### src/rtl/card_flip_game_ctrl_if.sv
// rtl/card_flip_game_ctrl_if.sv - card selection strobe and deck store lookup bundle
interface card_flip_game_ctrl_if;
    logic       sel_valid;
    logic [3:0] card_sel;
    logic [3:0] deck_addr;
    logic [2:0] deck_pair;

    modport master (
        output sel_valid,
        output card_sel,
        output deck_pair,
        input  deck_addr
    );

    modport slave (
        input  sel_valid,
        input  card_sel,
        input  deck_pair,
        output deck_addr
    );
endinterface

### src/rtl/card_flip_game_ctrl.sv
// rtl/card_flip_game_ctrl.sv - Card-Flip game sequencer: picks, match check, mismatch hold, move count
// Optional MOVE_LIMIT_EN: a mismatch on move MAX_MOVES ends the game with lose.
module card_flip_game_ctrl #(
    parameter int unsigned HOLD_CYCLES = 50000000,
    parameter int unsigned MAX_MOVES   = 30
) (
    input  logic                        clk,
    input  logic                        reset,
    input  logic                        start,
    card_flip_game_ctrl_if.slave        sel_bus,
    output logic [15:0]                 face_up,
    output logic [15:0]                 matched,
    output logic [7:0]                  moves,
    output logic                        game_start,
    output logic                        game_end,
    output logic                        win,
    output logic                        lose
);
    typedef enum logic [2:0] {IDLE, PICK1, PICK2, CHECK, HOLD, DONE} state_t;

    localparam logic [25:0] HOLD_LAST = 26'(HOLD_CYCLES - 1);
`ifdef MOVE_LIMIT_EN
    localparam logic [7:0] MOVE_LIMIT = 8'(MAX_MOVES);
`endif

    state_t      state, state_n;
    logic [15:0] face_up_n, matched_n;
    logic [7:0]  moves_n;
    logic        game_start_n, game_end_n, win_n, lose_n;
    logic [3:0]  idx1, idx2, idx1_n, idx2_n;
    logic [2:0]  pair1, pair2, pair1_n, pair2_n;
    logic [25:0] hold_cnt, hold_cnt_n;
    logic [15:0] sel_bit, pair_bits;
    logic        pick_ok;

    assign sel_bus.deck_addr = sel_bus.card_sel;
    assign sel_bit   = 16'(1) << sel_bus.card_sel;
    assign pair_bits = (16'(1) << idx1) | (16'(1) << idx2);
    // Already-shown cards (including matched ones) cannot be picked again.
    assign pick_ok   = sel_bus.sel_valid && ((face_up & sel_bit) == 16'h0000);

    always_ff @(posedge clk or posedge reset) begin
        if (reset) begin
            state      <= IDLE;
            face_up    <= '0;
            matched    <= '0;
            moves      <= '0;
            game_start <= 1'b0;
            game_end   <= 1'b0;
            win        <= 1'b0;
            lose       <= 1'b0;
            idx1       <= '0;
            idx2       <= '0;
            pair1      <= '0;
            pair2      <= '0;
            hold_cnt   <= '0;
        end else begin
            state      <= state_n;
            face_up    <= face_up_n;
            matched    <= matched_n;
            moves      <= moves_n;
            game_start <= game_start_n;
            game_end   <= game_end_n;
            win        <= win_n;
            lose       <= lose_n;
            idx1       <= idx1_n;
            idx2       <= idx2_n;
            pair1      <= pair1_n;
            pair2      <= pair2_n;
            hold_cnt   <= hold_cnt_n;
        end
    end

    always_comb begin
        state_n      = state;
        face_up_n    = face_up;
        matched_n    = matched;
        moves_n      = moves;
        game_start_n = 1'b0;
        game_end_n   = 1'b0;
        win_n        = win;
        lose_n       = lose;
        idx1_n       = idx1;
        idx2_n       = idx2;
        pair1_n      = pair1;
        pair2_n      = pair2;
        hold_cnt_n   = hold_cnt;

        case (state)
            IDLE, DONE: begin
                if (start) begin
                    face_up_n    = '0;
                    matched_n    = '0;
                    moves_n      = '0;
                    win_n        = 1'b0;
                    lose_n       = 1'b0;
                    game_start_n = 1'b1;
                    state_n      = PICK1;
                end
            end
            PICK1: begin
                if (pick_ok) begin
                    idx1_n    = sel_bus.card_sel;
                    pair1_n   = sel_bus.deck_pair;
                    face_up_n = face_up | sel_bit;
                    state_n   = PICK2;
                end
            end
            PICK2: begin
                if (pick_ok) begin
                    idx2_n    = sel_bus.card_sel;
                    pair2_n   = sel_bus.deck_pair;
                    face_up_n = face_up | sel_bit;
                    moves_n   = (moves == 8'hFF) ? moves : moves + 8'd1;
                    state_n   = CHECK;
                end
            end
            CHECK: begin
                if (pair1 == pair2) begin
                    matched_n = matched | pair_bits;
                    if (&matched_n) begin
                        game_end_n = 1'b1;
                        win_n      = 1'b1;
                        state_n    = DONE;
                    end else begin
                        state_n = PICK1;
                    end
                end else begin
`ifdef MOVE_LIMIT_EN
                    if (moves == MOVE_LIMIT) begin
                        game_end_n = 1'b1;
                        lose_n     = 1'b1;
                        state_n    = DONE;
                    end else begin
                        hold_cnt_n = '0;
                        state_n    = HOLD;
                    end
`else
                    hold_cnt_n = '0;
                    state_n    = HOLD;
`endif
                end
            end
            HOLD: begin
                if (hold_cnt == HOLD_LAST) begin
                    face_up_n = face_up & ~pair_bits;
                    state_n   = PICK1;
                end else begin
                    hold_cnt_n = hold_cnt + 26'd1;
                end
            end
            default: state_n = IDLE;
        endcase
    end
endmodule

### src/flat_wrapper.sv
// flat-port wrapper written by rule: the top's interface ports become plain ports
module card_flip_game_ctrl_flat 
#(
    parameter int unsigned HOLD_CYCLES = 50000000,
    parameter int unsigned MAX_MOVES   = 30
)
  (clk, reset, start, face_up, matched, moves, game_start, game_end, win, lose, sel_bus_sel_valid, sel_bus_card_sel, sel_bus_deck_pair, sel_bus_deck_addr);
  card_flip_game_ctrl_if sel_bus_i ();
  input  logic clk;
  input  logic reset;
  input  logic start;
  output logic [15:0] face_up;
  output logic [15:0] matched;
  output logic [7:0] moves;
  output logic game_start;
  output logic game_end;
  output logic win;
  output logic lose;
  input wire logic [$bits(sel_bus_i.sel_valid)-1:0] sel_bus_sel_valid;
  input wire logic [$bits(sel_bus_i.card_sel)-1:0] sel_bus_card_sel;
  input wire logic [$bits(sel_bus_i.deck_pair)-1:0] sel_bus_deck_pair;
  output wire logic [$bits(sel_bus_i.deck_addr)-1:0] sel_bus_deck_addr;
  assign sel_bus_i.sel_valid = sel_bus_sel_valid;
  assign sel_bus_i.card_sel = sel_bus_card_sel;
  assign sel_bus_i.deck_pair = sel_bus_deck_pair;
  assign sel_bus_deck_addr = sel_bus_i.deck_addr;
  card_flip_game_ctrl #(.HOLD_CYCLES(HOLD_CYCLES), .MAX_MOVES(MAX_MOVES)) u_core (.clk(clk), .reset(reset), .start(start), .sel_bus(sel_bus_i), .face_up(face_up), .matched(matched), .moves(moves), .game_start(game_start), .game_end(game_end), .win(win), .lose(lose));
endmodule
### config.mk
export PLATFORM = sky130hd
export DESIGN_NAME = card_flip_game_ctrl_flat
export DESIGN_NICKNAME = d
export VERILOG_FILES = /design/src/rtl/card_flip_game_ctrl_if.sv /design/src/rtl/card_flip_game_ctrl.sv /design/src/flat_wrapper.sv
export SDC_FILE = /design/constraint.sdc
export NUM_CORES = 1
export LEC_CHECK = 0
export CAP_MARGIN = 20
export CORE_MARGIN = 2
export CORE_UTILIZATION = 25
export CTS_BUF_LIST = sky130_fd_sc_hd__clkbuf_8 sky130_fd_sc_hd__clkbuf_16
export CTS_CLUSTER_DIAMETER = 50
export DETAILED_ROUTE_END_ITERATION = 10
export SYNTH_ARGS = -nofsm -noshare
export SYNTH_HDL_FRONTEND = slang
export SYNTH_SLANG_ARGS = --single-unit
### constraint.sdc
create_clock -name clk -period 2.6 [get_ports clk]
set_input_delay 0.39 -clock clk [delete_from_list [all_inputs] [get_ports clk]]
set_output_delay 0.39 -clock clk [all_outputs]
set_load 0.02 [all_outputs]
==> flow_summary.yaml <==
detailed_routing:
  totalWireLength_microns: 13000
  firstDrtPassIters: 4
  first_iter_violations: 234
  drc_errors: 0
  viasPerCell: 4.98
  detail-route-antenna-nets: 0
  vias: 4079
  wl_per_cell_microns: 15.8
setup_path:
  r2r-start: "u_core.hold_cnt[0]$_DFFE_PP0P_"
  crit_family: "buffers and inverters"
  path_class: "in2reg"
  reg2reg_to: "u_core.hold_cnt[18]$_DFFE_PP0P_"
  max_stage_delay_ns: 0.59
  r2r_setup_slack_ns: 0.26
  crit_path_end_kind: "flip-flop"
  critPathMaxFanout: 10
  cp.depth: 8
  start_kind: "primary input"
  r2r_cells: 8
  worstPathArrival_ns: 2.68
  cp_num_buf_inv: 2
  worstPathRequired_ns: 2.84
  cpMostUsedCell: "a31oi_1"
  cp_slowest_cell: "clkdlybuf4s50_1"
  path_cells: "clkdlybuf4s50_1 > buf_4 > nor4b_1 > a31oi_1 > a31oi_1 > nor3_4 > and3b_1 > a31o_2"
pwr:
  switchingPower_uw: 1970
  finalPower_uw: 5210
  p_seq_frac: 0.352
  vdd_drop_max_mv: 0.367
  swShare: 0.378
  pwr-share-comb: 0.370
  power_density_nw_per_um2: 864
  p_leak_uw: 0.00243
  clockPowerShare: 0.278
  p_int_uw: 3240
synthesis:
  synth_most_common_cell: "dfrtp_1"
  synth-seq-area-share: 0.455
  syn_inst: 507
  synth_edf_count: 0
  ys_seq_elements: 86
  avgSynthCellArea_sq_um: 9.33
  synth_area_leader_cell: "dfrtp_1"
  ys_async_sr_fraction: 1.00
  ys_types: 65
  ys_top_cells_by_area: "dfrtp_1, nor2_1, nand2_1, xnor2_1, mux2_2"
  ys_warn_count: 0
  syn_area_sq_um: 4730
  synth_nets: 520
  synth-main-ff-cell: "dfrtp_1"
  yosys-top-cells-count: "dfrtp_1, nor2_1, nand2_1"
  synth_top_area_share: 0.455
run_status:
  outcome: "finished clean"
final_layout:
  multi_input_area_sq_um: 2340
  drive_above_1_share: 0.147
  syn2layout_area_growth_pct: 27.5
  finalNetCount: 593
  num_antenna_cells: 0
  fillerInstances: 1951
  regArea_sq_um: 2150
sta:
  clock_skew_ns: 0.00560
  setup_viol: 0
  relSlewSlack: 0.616
  report.final.slew_viol_count: 0
  post-route-period-util: 0.936
  finalHoldViolations: 0
  tightest_slew_ns: 0.576
  rsz0062_at_grt: "false"
  holdWs_ns: 0.294
  fmax_ghz: 0.411
  min_period_ns: 2.43
clock_tree:
  htree_levels: 3
  cts_root_buf: "clkbuf_16"
  cts_made_buffers: 9
  cts_tree: "yes"
  cts_post_setup_buffers_inserted: 0
  clk_pin_slew_ns: 0.07
  clockBufferDepth: 2
  clock_latency_ns: 0.35
  clock-sinks: 86
  holdBufCountCts: 0
placed_design:
  portBuffers: 57
  gp_congestion: 0.895
  dp_hpwl_microns: 9410
job:
  drv_cap: 0
die:
  rows: 50
  coreArea_sq_um: 18600
  die_w_microns: 142
  initial_core_util: 0.254
  io_pins: 59
  die-area_sq_um: 20000
  die_h_microns: 142
global_route:
  antenna_found_initial: 0
  overflow: 0
  grt_usage: 0.134
  grt_pass1_vias: 3905
  grt_pass1_wl_microns: 21300
  grt_max_degree: 31
worst_hold_path:
  hold_path_class: "in2async"
[final cells by class]
class,instances,share of cell area
Inverter,21,0.0137
Timing Repair Buffer,92,0.138
Clock buffer,10,0.0396
Tap cell,234,0.0485
Clock inverter,6,0.0153
Sequential cell,86,0.357
Multi-Input combinational cell,370,0.388
[cell usage in the layout (no fill, tap or decap), types with 3 or more instances in the layout]
cell             instances
xor2_1                   6
a2111oi_0                3
o221ai_1                14
inv_1                   19
nor3_1                   9
nand3b_1                 6
clkbuf_16                9
nor2b_1                  7
mux2_2                  12
nand2_1                 48
nor2_1                  50
o21ai_0                 18
nand4_1                  9
or3b_2                   3
clkdlybuf4s50_1         57
a31oi_1                 10
clkinvlp_4               3
dfrtp_1                 86
o22ai_1                 16
o21a_1                   3
nand2b_1                12
nor4_1                   6
o2111ai_1                4
and3_1                   6
a21oi_1                 24
buf_4                   35
a32o_1                   4
mux2i_1                  6
o31ai_1                  4
xnor2_1                 17
nand3_1                 23
or2_2                    4
[stage by stage]
step / setup slack (ns) / instance area [sq um] / TNS [ns] / util / std cells
final: 0.166 / 6030 / 0 / 0.324 / 819
after global routing: 0.0295 / 6030 / 0 / 0.324 / 819
after CTS: 0.163 / 6030 / 0 / 0.323 / 819
after detailed placement: -0.195 / 5700 / -4.55 / 0.306 / 803
after global placement: -0.156 / 5700 / -3.54 / 0.306 / 803
after floorplan: 0.407 / 4730 / 0 / - / 507
[power groups by stage]
| stage | sequential, uW | combinational [uW] | clock (uW) |
|---|---|---|---|
| final | 1840 | 1930 | 1450 |
| after global routing | 1870 | 2120 | 1540 |
| after CTS | 1840 | 1920 | 1480 |
| after detailed placement | 1860 | 1910 | 0 |
| after global placement | 1860 | 1900 | 0 |
| after floorplan | 1870 | 1190 | 0 |
[worst register-to-register path, stage by stage, from the launching register on]
cell	delay, ns
dfrtp_1	0.41
ha_1	0.22
and4_1	0.25
nand4_1	0.16
o21ai_2	0.20
buf_4	0.22
nor4_1	0.46
nand3_1	0.17
mux2i_1	0.14
[cell families (layout without fill, tap and decap cells)]
logic type,Yosys count,after routing,synth area share
AOI/OAI and AO/OA,113,113,0.159
xor gates and xnor gates,23,23,0.0426
adders and majority gates,2,2,0.00529
buffers and inverters,51,129,0.0508
DFF,86,86,0.455
muxes,20,20,0.0460
other,1,1,0.000793
and+or+nand+nor,211,211,0.241
[worst max path at each step]
| stage | startpoint | endpoint | slack (ns) |
|---|---|---|---|
| 6_report | sel_bus_card_sel[2] | u_core.face_up[7]$_DFFE_PP0P_ | 0.17 |
| 5_1_grt | u_core.state[1]$_DFFE_PP0P_ | u_core.hold_cnt[11]$_DFFE_PP0P_ | 0.03 |
| 4_1_cts | sel_bus_card_sel[2] | u_core.pair1[0]$_DFFE_PP0P_ | 0.16 |
| 3_5_place_dp | sel_bus_card_sel[2] | u_core.face_up[7]$_DFFE_PP0P_ | -0.19 |
| 3_3_place_gp | sel_bus_card_sel[2] | u_core.idx2[1]$_DFFE_PP0P_ | -0.16 |
| 2_1_floorplan | sel_bus_card_sel[1] | u_core.idx2[0]$_DFFE_PP0P_ | 0.41 |
[registers in the layout, summed over array words and instances, names as in the netlist, 3 cells and up]
name / cells
u_core.hold_cnt: 26
u_core.pair2: 3
u_core.idx2: 4
u_core.matched: 16
u_core.face_up: 16
u_core.pair1: 3
u_core.state: 3
u_core.idx1: 4
u_core.moves: 8
[timing repair]
action	in CTS	in global routing
setup endpoints to repair	0	1
hold endpoints to repair	0	0
gates resized for setup	0	1
[routing by layer]
| metal | up-vias | part of all wire | GRT usage |
|---|---|---|---|
| met5 | - | 0 | 0 |
| met1 | 1976 | 0.48 | 0.183 |
| met4 | 0 | 0.011 | 0.0395 |
| li1 | 1973 | - | - |
| met3 | 14 | 0.049 | 0.0334 |
| met2 | 116 | 0.46 | 0.210 |
Note: power is estimated with default switching activity, not from simulation.
